`src/rtl/lsu.sv`:
```
// Load/store unit: one request/grant/response bus transaction per accepted access.
// Misaligned or illegal accesses complete with an error and never touch the bus.
module lsu #(
  parameter int TIMEOUT = 255
) (
  input  logic        clk,
  input  logic        rst_n,
  input  logic        req_valid,
  output logic        req_ready,
  input  logic        mem_wen,
  input  logic [2:0]  func3,
  input  logic [7:0]  wmask,
  input  logic [31:0] addr,
  input  logic [31:0] wdata,
  output logic        resp_valid,
  output logic        resp_err,
  output logic [31:0] rdata,
  output logic        bus_req,
  output logic        bus_we,
  output logic [31:0] bus_addr,
  output logic [31:0] bus_wdata,
  output logic [3:0]  bus_wstrb,
  input  logic        bus_gnt,
  input  logic        bus_rvalid,
  input  logic [31:0] bus_rdata
);

  typedef enum logic [1:0] {
    S_IDLE = 2'd0,
    S_REQ  = 2'd1,
    S_WAIT = 2'd2,
    S_DONE = 2'd3
  } state_t;

  localparam int CW = (TIMEOUT < 2) ? 1 : $clog2(TIMEOUT + 1);
  localparam logic [CW-1:0] CNT_LAST = CW'((TIMEOUT == 0) ? 0 : TIMEOUT - 1);

  state_t        r_state;
  state_t        w_state_nxt;
  logic [CW-1:0] r_cnt;
  logic          r_wen;
  logic [2:0]    r_func3;
  logic [1:0]    r_addr_lo;
  logic [31:0]   r_bus_addr;
  logic [31:0]   r_bus_wdata;
  logic [3:0]    r_bus_wstrb;
  logic          r_err;
  logic          w_err_nxt;
  logic [31:0]   r_rdata;
  logic [31:0]   w_rdata_nxt;
  logic          w_timeout;
  logic          w_accept;
  logic          w_unused;

  // Upper mask bits carry no information for a 32-bit bus.
  assign w_unused = ^wmask[7:4];

  function automatic logic f_illegal(input logic wen, input logic [2:0] f3, input logic [1:0] a);
    logic bad_op;
    logic mis;
    if (wen) begin
      bad_op = (f3 > 3'd2);
    end else begin
      bad_op = (f3 == 3'd3) || (f3 > 3'd5);
    end
    case (f3[1:0])
      2'b01:   mis = a[0];
      2'b10:   mis = (a != 2'b00);
      default: mis = 1'b0;
    endcase
    return bad_op | mis;
  endfunction

  function automatic logic [31:0] f_extend(input logic [2:0] f3, input logic [1:0] a, input logic [31:0] w);
    logic [31:0] sh;
    logic [31:0] ext;
    sh = w >> {a, 3'b000};
    case (f3)
      3'd0:    ext = {{24{sh[7]}}, sh[7:0]};
      3'd4:    ext = {24'd0, sh[7:0]};
      3'd1:    ext = {{16{sh[15]}}, sh[15:0]};
      3'd5:    ext = {16'd0, sh[15:0]};
      3'd2:    ext = sh;
      default: ext = 32'd0;
    endcase
    return ext;
  endfunction

  assign w_accept  = (r_state == S_IDLE) && req_valid;
  assign w_timeout = (TIMEOUT != 0) && (r_cnt == CNT_LAST);

  // State register.
  always_ff @(posedge clk or negedge rst_n) begin
    if (!rst_n) begin
      r_state <= S_IDLE;
    end else begin
      r_state <= w_state_nxt;
    end
  end

  // Next-state, completion status and load result selection.
  always_comb begin
    w_state_nxt = r_state;
    w_err_nxt   = r_err;
    w_rdata_nxt = r_rdata;
    case (r_state)
      S_IDLE: begin
        if (req_valid) begin
          w_err_nxt   = f_illegal(mem_wen, func3, addr[1:0]);
          w_rdata_nxt = 32'd0;
          w_state_nxt = w_err_nxt ? S_DONE : S_REQ;
        end else begin
          w_state_nxt = S_IDLE;
        end
      end
      S_REQ: begin
        if (w_timeout) begin
          w_err_nxt   = 1'b1;
          w_state_nxt = S_DONE;
        end else if (bus_gnt) begin
          w_state_nxt = S_WAIT;
        end else begin
          w_state_nxt = S_REQ;
        end
      end
      S_WAIT: begin
        // A response arriving on the last allowed cycle still wins over the timeout.
        if (bus_rvalid) begin
          w_err_nxt   = 1'b0;
          w_rdata_nxt = r_wen ? 32'd0 : f_extend(r_func3, r_addr_lo, bus_rdata);
          w_state_nxt = S_DONE;
        end else if (w_timeout) begin
          w_err_nxt   = 1'b1;
          w_state_nxt = S_DONE;
        end else begin
          w_state_nxt = S_WAIT;
        end
      end
      S_DONE: begin
        w_state_nxt = S_IDLE;
      end
      default: begin
        w_state_nxt = S_IDLE;
      end
    endcase
  end

  // Timeout counter, restarted every time the FSM sits in IDLE.
  always_ff @(posedge clk or negedge rst_n) begin
    if (!rst_n) begin
      r_cnt <= '0;
    end else if (r_state == S_IDLE) begin
      r_cnt <= '0;
    end else if (((r_state == S_REQ) || (r_state == S_WAIT)) && (TIMEOUT != 0)) begin
      r_cnt <= r_cnt + CW'(1);
    end
  end

  // Request fields and pre-aligned bus fields captured at accept.
  always_ff @(posedge clk or negedge rst_n) begin
    if (!rst_n) begin
      r_wen       <= 1'b0;
      r_func3     <= 3'd0;
      r_addr_lo   <= 2'd0;
      r_bus_addr  <= 32'd0;
      r_bus_wdata <= 32'd0;
      r_bus_wstrb <= 4'd0;
      r_err       <= 1'b0;
      r_rdata     <= 32'd0;
    end else begin
      if (w_accept) begin
        r_wen       <= mem_wen;
        r_func3     <= func3;
        r_addr_lo   <= addr[1:0];
        r_bus_addr  <= {addr[31:2], 2'b00};
        r_bus_wdata <= wdata << {addr[1:0], 3'b000};
        r_bus_wstrb <= mem_wen ? (wmask[3:0] << addr[1:0]) : 4'd0;
      end
      r_err   <= w_err_nxt;
      r_rdata <= w_rdata_nxt;
    end
  end

  assign req_ready  = (r_state == S_IDLE);
  assign resp_valid = (r_state == S_DONE);
  assign resp_err   = (r_state == S_DONE) && r_err;
  assign rdata      = (r_state == S_DONE) ? r_rdata : 32'd0;
  assign bus_req    = (r_state == S_REQ);
  assign bus_we     = r_wen;
  assign bus_addr   = r_bus_addr;
  assign bus_wdata  = r_bus_wdata;
  assign bus_wstrb  = r_bus_wstrb;

endmodule
```
`config.mk`:
```
export PLATFORM = sky130hd
export DESIGN_NAME = lsu
export DESIGN_NICKNAME = d
export VERILOG_FILES = /design/src/rtl/lsu.sv
export SDC_FILE = /design/constraint.sdc
export NUM_CORES = 1
export LEC_CHECK = 0
export BUFFER_PORTS_ARGS = -buffer_cell sky130_fd_sc_hd__buf_2
export CAP_MARGIN = 25
export CORE_MARGIN = 3
export CORE_UTILIZATION = 50
export CTS_CLUSTER_DIAMETER = 80
export DETAILED_ROUTE_END_ITERATION = 10
export PLACE_DENSITY_LB_ADDON = 0.2
export SYNTH_ARGS = -nofsm -noshare
export SYNTH_HDL_FRONTEND = slang
export SYNTH_SLANG_ARGS = --single-unit
```
`constraint.sdc`:
```
create_clock -name clk -period 3 [get_ports clk]
set_clock_uncertainty 0.2 [all_clocks]
set_input_delay 0.45 -clock clk [delete_from_list [all_inputs] [get_ports clk]]
set_output_delay 0.45 -clock clk [all_outputs]
set_load 0.005 [all_outputs]
```
Word level (Yosys, flattened, before mapping)

Cells that the tools add are included.

Add/sub/neg operators: 1
Multiply operators: 0
Divide/modulo/power cells: 0
$lt $le $gt $ge: 2
Eq/ne operators: 13
Shift-type cells: 3
Multiplexer cells: 26
Bitwise operators: 1
Reduce and logical (&&, ||, !) cells: 12

Operators with widths:

| kind                                                           | number |
|---|---|
| case mux 32 bit (5 select lines)                               | 1 |
| two-way mux 32 bit                                             | 4 |
| case mux 32 bit (2 select lines)                               | 1 |
| left shift 32 x 5 -> 32 bit                                    | 1 |
| right shift 32 x 5 -> 32 bit                                   | 1 |
| two-way mux 8 bit                                              | 2 |
| two-way mux 1 bit                                              | 10 |
| adder 8 x 1 -> 8 bit (second input constant)                   | 1 |
| equality test 8 bit (second input constant)                    | 1 |
| two-way mux 2 bit                                              | 4 |
| case mux 2 bit (4 select lines)                                | 1 |
| equality test 2 bit (second input constant)                    | 3 |
| equality test 3 x 2 -> 1 bit (second input constant)           | 2 |
| equality test 3 bit (second input constant)                    | 2 |
| nonzero test 2 bit                                             | 3 |
| equality test 2 x 1 -> 1 bit (second input constant)           | 2 |
| two-way mux 4 bit                                              | 1 |
| inequality test 2 bit (second input constant)                  | 2 |
| left shift 4 x 2 -> 4 bit                                      | 1 |
| equality test 3 x 1 -> 1 bit (second input constant)           | 1 |
| greater-than comparator 3 x 2 -> 1 bit (second input constant) | 1 |
| greater-than comparator 3 bit (second input constant)          | 1 |
| logical NOT 3 bit                                              | 1 |
| case mux 1 bit (3 select lines)                                | 1 |
| other kinds (8)                                                | 10 |

Register bits after elaboration: 115
Latch bits: 0
Memory bits (writable): 0
Bits in read-only memories: 0
Output and inout bits: 105
Word-level logic and storage cells: 68
Memories: 0

Logic depth before layout (Yosys ltp)

Gate-level depths: netlist of the first run.

Depth after elaboration: 9
Gate-level depth with buffers: 8
Gate-level depth less buffers: 6

Worst setup path after synthesis of the first run

OpenSTA, ideal clock, no wires.

Kind: flip-flop to flip-flop
From: register r_state[0]
To: register r_rdata[22]
Library setup time: 0.067 ns
Arrival time: 2.008 ns
Required time: 2.733 ns
Slack: 0.725 ns
Stages on the path, launching flop included: 9
Path buffers: 2
Path through: dfrtp_1 inv_1 ha_1 nor2b_1 buf_6 or4_4 a211oi_4 buf_6 a221o_1

Longest elaborated chain between the ends: 3

RTL lines:

| what                                                                         | line | RTL |
|---|---|---|
| from (decl)                                                                  | 38   | `state_t r_state;` |
| from (signal assigned)                                                       | 97   | `r_state <= w_state_nxt;` |
| logical NOT 2 bit (*)                                                        | n/a  |  |
| named net req_ready                                                          | 9    | `output logic req_ready,` |
| inequality test 2 bit (no line) / nonzero test 2 bit (equally long branches) | n/a  |  |
| AND reduction 3 bit (no line)                                                | n/a  |  |
| to (signal assigned)                                                         | 180  | `r_rdata <= w_rdata_nxt;` |
| to (decl)                                                                    | 49   | `logic [31:0] r_rdata;` |

Mark *: on every way through the listed nets, which the timed path passes. The rest lies on a longest branch.
A chain may end at the register's enable or synchronous reset.

Final worst setup path of the first run

From: register r_state[1]
To: output port rdata[14]

Longest elaborated chain between the ends: 2

RTL lines:

| what                | line | RTL |
|---|---|---|
| equality test 2 bit | 187  | `assign rdata = (r_state == S_DONE) ? r_rdata : 32'd0;` |
| two-way mux 32 bit  | 187  |  |
| to (decl)           | 17   | `output logic [31:0] rdata,` |

Every way passes these cells.

==> reports/results.ini, run 1 <==
[hold_path]
hold_depth=2
hold_class=in -> reg

[layout]
final_nets=851
drive_above_1_share_pct=41.8
fill_cells=859
final_cell_mix=210 x buf_2, 115 x dfrtp_1, 51 x mux2_2
num_antenna_cells=0
multi_input_area_mm2=0.00275
final_common_cell=buf_2
seqCellArea_mm2=0.00288
fin_cells=880
area_growth_pct=30.7

[clock_tree]
h-tree-depth=4
numClockSinks=115
cts_setup_buffers=0
cts_buffer_depth=2
cts_tree=done
clock_latency_ns=0.41
cts_root_buf=clkbuf_16
cts.clk_slew.worst_paths_ns=0.05
cts_buffers=17

[logic_synthesis]
synth_top_flop_cell=dfrtp_1
synth_top_family_by_area=compound AO/OA/AOI/OAI gates
synthDistinctLibCells=50
synth-seq-cells=115
netlist_instances=526
yosys.area_share.simple_pct=11.6
async_flop_share_pct=100
synthAdderAreaFrac_pct=2.15
muxShareOfSynthArea_pct=16.3
synth_edf_count=0
synth_compound_area_share_pct=16.9
yosys_warnings=0
ys_seq_area_share_pct=49.4
netlist_area_mm2=0.00582
synth-xor-area-share_pct=0.150
avgSynthCellArea_um2=11.1

[global_routing]
grt_use_total_pct=23.9
grt-ovfl-total=0
grt_pass1_vias=4995
grt_pass1_wl_um=24600
grt_max_degree=62
antenna_found_initial=0

[placement]
pre_cts_ws_ns=0.155
gp_congestion=0.836
placed_cells=848
dp_hpwl_um=11100
io_buffers=211

[power]
power.density_mw_per_mm2=962
seqPwrFrac_pct=35.0
p_leak_nw=3.89
swShare_pct=33.3
p_sw_w=0.00244
p_comb_share_pct=36.5
p_int_w=0.00488
irDropWorstVdd_mv=0.572
power_w=0.00732
pwr-share-clk_pct=28.5

[worst_setup_path]
crit_buf_inv=1
cp_num_cells=3
cpPeakStageDelay_ns=0.78
endpoint_kind=primary output
worst_r2r_path_depth=6
path_class=reg -> out
worst_path_dominant_cell_family=adder cells
path_cells=ha_1, and2_1, buf_2
crit_path_max_fanout=34
startpoint_type=register
critPathSlowestCell=ha_1
crit_arrival_ns=2.00
crit_required_ns=2.35

[detailed_routing]
first_pass_iters=4
drt_wl_total_um=15200
wl_per_cell_um=17.3
viasPerCell=5.51
dr_total_vias=4851
drc_errors=0
drt-initial-drc-count=358
ant_nets=0

[timing]
maxSlewViolCount=0
tns_ns=0
rsz0062_at_grt=false
tightest_slew_ns=0.905
maxSlewHeadroom_pct=39.7
min_period_over_period_pct=88.2
max_freq_mhz=378
finalHoldViolCount=0
worst_slack_ns=0.354
finalCriticalPeriod_ns=2.65
setup_viol=0
fin_hold_ws_ns=0.0676

[flow_run]
cap_violations=0

[floorplanning]
initial_core_util_pct=52.3
dieArea_mm2=0.0130
fp.dieW_um=114
coreArea_mm2=0.0111
die_h_um=114
rows=38
ios=218

[status]
status=finished clean

## area by class of cell
type                            count  share of cell area [%]
Timing Repair Buffer              221                    15.4
Multi-Input combinational cell    367                    36.2
Sequential cell                   115                    37.8
Tap cell                          140                    2.30
Inverter                            6                   0.296
Clock buffer                       20                    5.87
Clock inverter                     11                    2.11
## cells by family after synthesis
logic type / after synthesis
buf+inv: 45
fa+ha+maj: 10
compound gates: 140
mux: 87
simple gates: 127
flops: 115
other cells: 1
xor+xnor: 1
## Yosys cell counts, drive strengths merged (3+ instances only)
master / instances / area share, %
ha: 10 / 2.1
nor2b: 15 / 1.6
nor3: 3 / 0.34
nand2: 39 / 2.5
o211a: 8 / 1.4
a21oi: 24 / 2.1
and2: 33 / 3.5
mux2: 51 / 9.9
a22o: 16 / 2.4
buf: 19 / 1.7
nor2: 20 / 1.3
a211oi: 10 / 1.6
a221o: 16 / 2.8
a2bb2oi: 7 / 1.1
dfrtp: 115 / 49
clkbuf: 20 / 1.3
mux2i: 35 / 6.0
o21ai: 48 / 4.1
inv: 6 / 0.39
## registers in the layout, summed over array words and instances (netlist names)
register and count:
r_state 2, bus_addr 30, bus_wstrb 4, bus_we 1, r_func3 3, r_cnt 8, bus_wdata 32, r_err 1
r_rdata 32, r_addr_lo 2
## routing by layer
layer / part of all wire [%] / GRT usage [%] / wire, µm
met2: 50 / 39.4 / 7530
met1: 40 / 28.9 / 6050
met4: 2.3 / 9.34 / 347
met3: 8.4 / 8.06 / 1280
met5: 0 / 0 / 0
## through the flow
| step | area (µm²) | util, % |
|---|---|---|
| after global routing | 7610 | 68.4 |
| after floorplan | 5830 | - |
| after global placement | 6990 | 62.8 |
| after detailed placement | 6990 | 62.8 |
| final | 7610 | 68.4 |
| after CTS | 7610 | 68.4 |
## worst register-to-register path, cell delays in order, from the launching register on
cell     delay, ns
dfrtp_1       0.42
inv_1         0.11
ha_1          0.18
nor2b_1       0.58
or2_2         0.55
nor2_1        0.25
a22o_1        0.23
## power groups by stage
stage / Combinational, W / Clock [W] / Sequential, W
after floorplan: 0.00167 / 0 / 0.00252
after CTS: 0.00269 / 0.00213 / 0.00256
after global placement: 0.00259 / 0 / 0.00253
after global routing: 0.00294 / 0.00220 / 0.00265
after detailed placement: 0.00267 / 0 / 0.00257
final: 0.00267 / 0.00209 / 0.00256
## path summary, 6_finish.rpt
| check | from | endpoint | slack [ns] |
|---|---|---|---|
| setup / recovery | r_state[1] | rdata[14] | 0.35 |
| hold / removal | addr[12] | bus_addr[12] | 0.07 |
| setup reg to reg | r_state[0] | r_rdata[1] | 0.38 |
| hold reg to reg | bus_wdata[8] | bus_wdata[8] | 0.28 |
| max in group asynchronous | rst_n | bus_addr[23] | 1.39 |
| min in group asynchronous | rst_n | bus_addr[26] | 0.44 |
## repair_timing
item / 4_1_cts / 5_1_grt
gates resized for setup: 0 / 1
endpoints found under the setup margin: 0 / 8
hold buffers: 1 / 0
hold endpoints to repair: 54 / 0
Note: power is estimated with default switching activity, not from simulation.
==> run 2: changes to the inputs <==
- PLACE_DENSITY_LB_ADDON: 0.2 -> 0.15
==> reports/results.ini, run 2 (synthesis gave the netlist of run 1 again) <==
[global_routing]
grt_pass1_wl_um=25100  ; +2.1%
grt_max_degree=58  ; -6.5%
antenna_found_initial=0  ; unchanged
grt_use_total_pct=24.5  ; +0.66 points
grt_pass1_vias=5067  ; +1.4%
grt-ovfl-total=0  ; unchanged

[hold_path]
hold_class=in -> reg

[detailed_routing]
wl_per_cell_um=17.4  ; +0.84%
viasPerCell=5.54  ; +0.51%
first_pass_iters=4  ; unchanged
drc_errors=0  ; unchanged
dr_total_vias=4909  ; +1.2%
ant_nets=0  ; unchanged
drt-initial-drc-count=296  ; -17%
drt_wl_total_um=15400  ; +1.5%

[status]
status=finished clean

[worst_setup_path]
crit_required_ns=2.35  ; about the same
startpoint_type=register
endpoint_kind=primary output
path_class=reg -> out
crit_path_max_fanout=34  ; unchanged
crit_arrival_ns=2.00  ; about the same

[clock_tree]
cts_buffers=17  ; unchanged
cts_resized=0  ; unchanged
numClockSinks=115  ; unchanged
h-tree-depth=4  ; unchanged
clock_latency_ns=0.41  ; about the same
cts_buffer_depth=2  ; unchanged
cts_tree=done
cts_root_buf=clkbuf_16
cts_setup_buffers=0  ; unchanged
cts.hold.buffers_added=1  ; unchanged
cts.clk_slew.worst_paths_ns=0.05  ; about the same

[power]
p_leak_nw=3.90  ; +0.21%
irDropWorstVdd_mv=0.520  ; -9.1%
power.density_mw_per_mm2=951  ; -1.2%

[placement]
place_area_mm2=0.00700  ; +0.18%
pre_cts_ws_ns=0.574  ; +0.418 ns
gp_congestion=0.868  ; +3.7%
dp_hpwl_um=11300  ; +1.9%
placed_cells=853  ; +0.59%
io_buffers=211  ; unchanged

[floorplanning]
ios=218  ; unchanged
rows=38  ; unchanged
coreArea_mm2=0.0111  ; unchanged
fp.dieW_um=114  ; unchanged
dieArea_mm2=0.0130  ; unchanged
initial_core_util_pct=52.3  ; unchanged
die_h_um=114  ; unchanged

[timing]
finalHoldViolCount=0  ; unchanged
tns_ns=0  ; unchanged
finalCriticalPeriod_ns=2.65  ; +0.00626 ns
max_freq_mhz=377  ; -0.24%
min_period_over_period_pct=88.4  ; +0.21 points
maxSlewHeadroom_pct=39.2  ; -0.52 points
tightest_slew_ns=0.912  ; +0.00782 ns
rsz0062_at_grt=false
maxSlewViolCount=0  ; unchanged
setup_viol=0  ; unchanged
worst_slack_ns=0.348  ; -0.00626 ns

[layout]
final_common_cell=buf_2
fin_cells=886  ; +0.68%
num_antenna_cells=0  ; unchanged
area_growth_pct=30.6  ; about the same
utilization_pct=68.3  ; about the same
finalInstanceArea_mm2=0.00760  ; about the same
drive_above_1_share_pct=42.2  ; +0.47 points
final_cell_mix=210 x buf_2, 115 x dfrtp_1, 51 x mux2_2
final_nets=856  ; +0.59%

[flow_run]
cap_violations=0  ; unchanged

[run 2: cell count changes in the layout (fill, tap and decap cells not counted), sizes merged]
cell	delta
clkbuf	+2
clkinv	+1
bufinv	-2
buf	+5
[run 2: metal layers]
| metal | GRT usage [%] | vias to the layer above | share of wire, % |
|---|---|---|---|
| met2 | 41.7 | 191 | 50 |
| met1 | 28.7 | 2365 | 39 |
| met5 | 0 | - | 0 |
| met4 | 10.2 | 0 | 2.7 |
| li1 | - | 2319 | - |
| met3 | 7.75 | 34 | 8.1 |
[run 2: layout make-up]
type | instances | area [µm²]
Timing Repair Buffer | 226 | 1190
Tap cell | 140 | 175
Clock inverter | 10 | 105
Multi-Input combinational cell | 367 | 2750
Fill cell | 858 | 3520
Clock buffer | 22 | 484
Sequential cell | 115 | 2880
Inverter | 6 | 22.5
[run 2: power breakdown]
part           leakage, nW  internal (W)  switching [W]
combinational         2.14       0.00131        0.00134
clock                0.291       0.00130       0.000698
sequential            1.47       0.00217       0.000405
total                 3.90       0.00478        0.00244
[run 2: final timing paths]
| path | startpoint | to | slack (ns) | depth (start not counted) |
|---|---|---|---|---|
| setup / recovery | r_state[1] | rdata[2] | 0.35 | 3 |
| hold / removal | addr[7] | bus_addr[7] | 0.06 | 2 |
| setup reg to reg | r_state[0] | r_rdata[0] | 0.56 | 8 |
| hold reg to reg | bus_wstrb[3] | bus_wstrb[3] | 0.27 | 2 |
| max in group asynchronous | rst_n | r_addr_lo[1] | 1.55 | 3 |
| min in group asynchronous | rst_n | r_rdata[0] | 0.30 | 2 |
[run 2: worst max-delay path: stages (launching register included)]
cell     delay, ns
dfrtp_1       0.41
ha_1          0.77
and2_1        0.28
buf_2         0.13
[run 2: per-stage QoR]
stage               hold slack, ns  power, W
finish                      0.0636   0.00723
detailed placement           0.202   0.00525
global route                0.0481   0.00768
CTS                         0.0486   0.00728
floorplan                  -0.0456   0.00419
global placement             0.199   0.00514
==> run 3: changes to the inputs <==
- MAX_ROUTING_LAYER: unset -> met4
==> reports/results.ini, run 3 (synthesis gave the netlist of run 1 again) <==
[clock_tree]
cts_root_buf=clkbuf_16
cts_setup_buffers=0  ; unchanged
numClockSinks=115  ; unchanged
h-tree-depth=4  ; unchanged
cts_resized=0  ; unchanged
cts_buffers=17  ; unchanged
cts.clk_slew.worst_paths_ns=0.05  ; about the same
cts_tree=done
cts_buffer_depth=2  ; unchanged
cts.hold.buffers_added=1  ; unchanged
clock_latency_ns=0.42  ; about the same

[global_routing]
antenna_found_initial=1  ; +1
grt_use_total_pct=25.3  ; +0.78 points
grt_pass1_vias=5077  ; +0.20%
grt-ovfl-total=0  ; unchanged
grt_pass1_wl_um=25100  ; about the same
grt_max_degree=58  ; unchanged

[floorplanning]
fp.dieW_um=114  ; unchanged
die_h_um=114  ; unchanged
initial_core_util_pct=52.3  ; unchanged
dieArea_mm2=0.0130  ; unchanged
rows=38  ; unchanged
ios=218  ; unchanged
coreArea_mm2=0.0111  ; unchanged

[worst_setup_path]
startpoint_type=register
r2r_start=r_state[1]
worst_r2r_path_depth=7  ; -1
crit_buf_inv=1  ; unchanged
crit_arrival_ns=2.02  ; +0.02 ns
endpoint_kind=primary output
cpPeakStageDelay_ns=0.78  ; about the same
path_class=reg -> out
cp_num_cells=3  ; unchanged
worst_path_dominant_cell_family=adder cells
r2r_slack_ns=0.55  ; about the same
crit_required_ns=2.35  ; about the same
path_cells=ha_1, and2_1, buf_2
crit_path_max_fanout=34  ; unchanged
r2r_end=r_rdata[0]
critPathSlowestCell=ha_1

[hold_path]
hold_class=in -> reg
hold_depth=2  ; unchanged
holdPathEnd=bus_addr[7]
hp-start=addr[7]

[timing]
tns_ns=0  ; unchanged
maxSlewViolCount=0  ; unchanged
setup_viol=0  ; unchanged
max_freq_mhz=375  ; -0.60%
tightest_slew_ns=0.911  ; -0.000937 ns
maxSlewHeadroom_pct=39.2  ; +0.062 points
rsz0062_at_grt=false
min_period_over_period_pct=88.9  ; +0.54 points
finalCriticalPeriod_ns=2.67  ; +0.0161 ns
finalHoldViolCount=0  ; unchanged

[detailed_routing]
ant_nets=0  ; unchanged
viasPerCell=5.56  ; +0.29%
drt_wl_total_um=15500  ; +0.63%
wl_met1_um=6260  ; +4.1%
wl_per_cell_um=17.5  ; +0.52%
dr_total_vias=4929  ; +0.41%
drc_errors=0  ; unchanged
dr_wl_met3_um=1090  ; -13%
drt-initial-drc-count=345  ; +17%
maxUsedRoutingLayer=met4
wl_met2_um=7780  ; +0.35%
first_pass_iters=5  ; +1

[power]
power.density_mw_per_mm2=950  ; about the same
irDropWorstVdd_mv=0.521  ; +0.11%
p_leak_nw=3.90  ; about the same

[layout]
drive_above_1_share_pct=42.2  ; unchanged
final_nets=856  ; unchanged
final_common_cell=buf_2
final_cell_mix=210 x buf_2, 115 x dfrtp_1, 51 x mux2_2
area_growth_pct=30.6  ; about the same
finalInstanceArea_mm2=0.00760  ; about the same

[status]
status=finished clean

[placement]
gp_congestion=0.882  ; +1.6%
io_buffers=211  ; unchanged
place_area_mm2=0.00700  ; unchanged
dp_hpwl_um=11300  ; unchanged

[flow_run]
cap_violations=0  ; unchanged

[run 3: cell count changes in the layout (fill, tap and decap cells not counted), sizes merged]
| cell | delta |
|---|---|
| diode | +1 |
[run 3: how the worst max path moves through the flow]
stage                     startpoint     endpoint  slack (ns)
after floorplan           r_state[0]  r_rdata[22]        0.72
after global placement    r_state[0]   r_rdata[4]        0.66
after detailed placement  r_state[0]   r_rdata[0]        0.57
after CTS                 r_state[1]    rdata[14]        0.31
after global routing      r_state[0]     rdata[2]        0.17
final                     r_state[1]     rdata[2]        0.33
[run 3: per-layer routing]
| layer | GRT usage [%] | vias up |
|---|---|---|
| met4 | 9.98 | 0 |
| met3 | 6.90 | 36 |
| li1 | - | 2321 |
| met5 | - | - |
| met2 | 41.4 | 192 |
| met1 | 29.8 | 2380 |
[run 3: final cells by class]
cell class	instances	area [µm²]
multi-input cells	367	2750
flip-flops and latches	115	2880
inverters	6	22.5
well taps	140	175
clock inverters	10	105
fillers	857	3520
diodes	1	2.50
repair buffers	226	1190
clock buffers	22	484
[run 3: report_power, final]
group | internal, W | total (W) | switching [W]
sequential | 0.00217 | 0.00258 | 0.000407
clock | 0.00130 | 0.00199 | 0.000692
combinational | 0.00131 | 0.00265 | 0.00134
[run 3: stage by stage]
stage	power (W)	utilization (%)	instances	hold slack, ns	setup slack (ns)
finish	0.00722	68.4	887	0.0619	0.332
global route	0.00768	68.4	887	0.0464	0.166
CTS	0.00728	68.3	886	0.0486	0.311
detailed placement	0.00525	62.9	853	0.202	0.574
global placement	0.00514	62.9	853	0.199	0.662
floorplan	0.00419	-	527	-0.0456	0.725
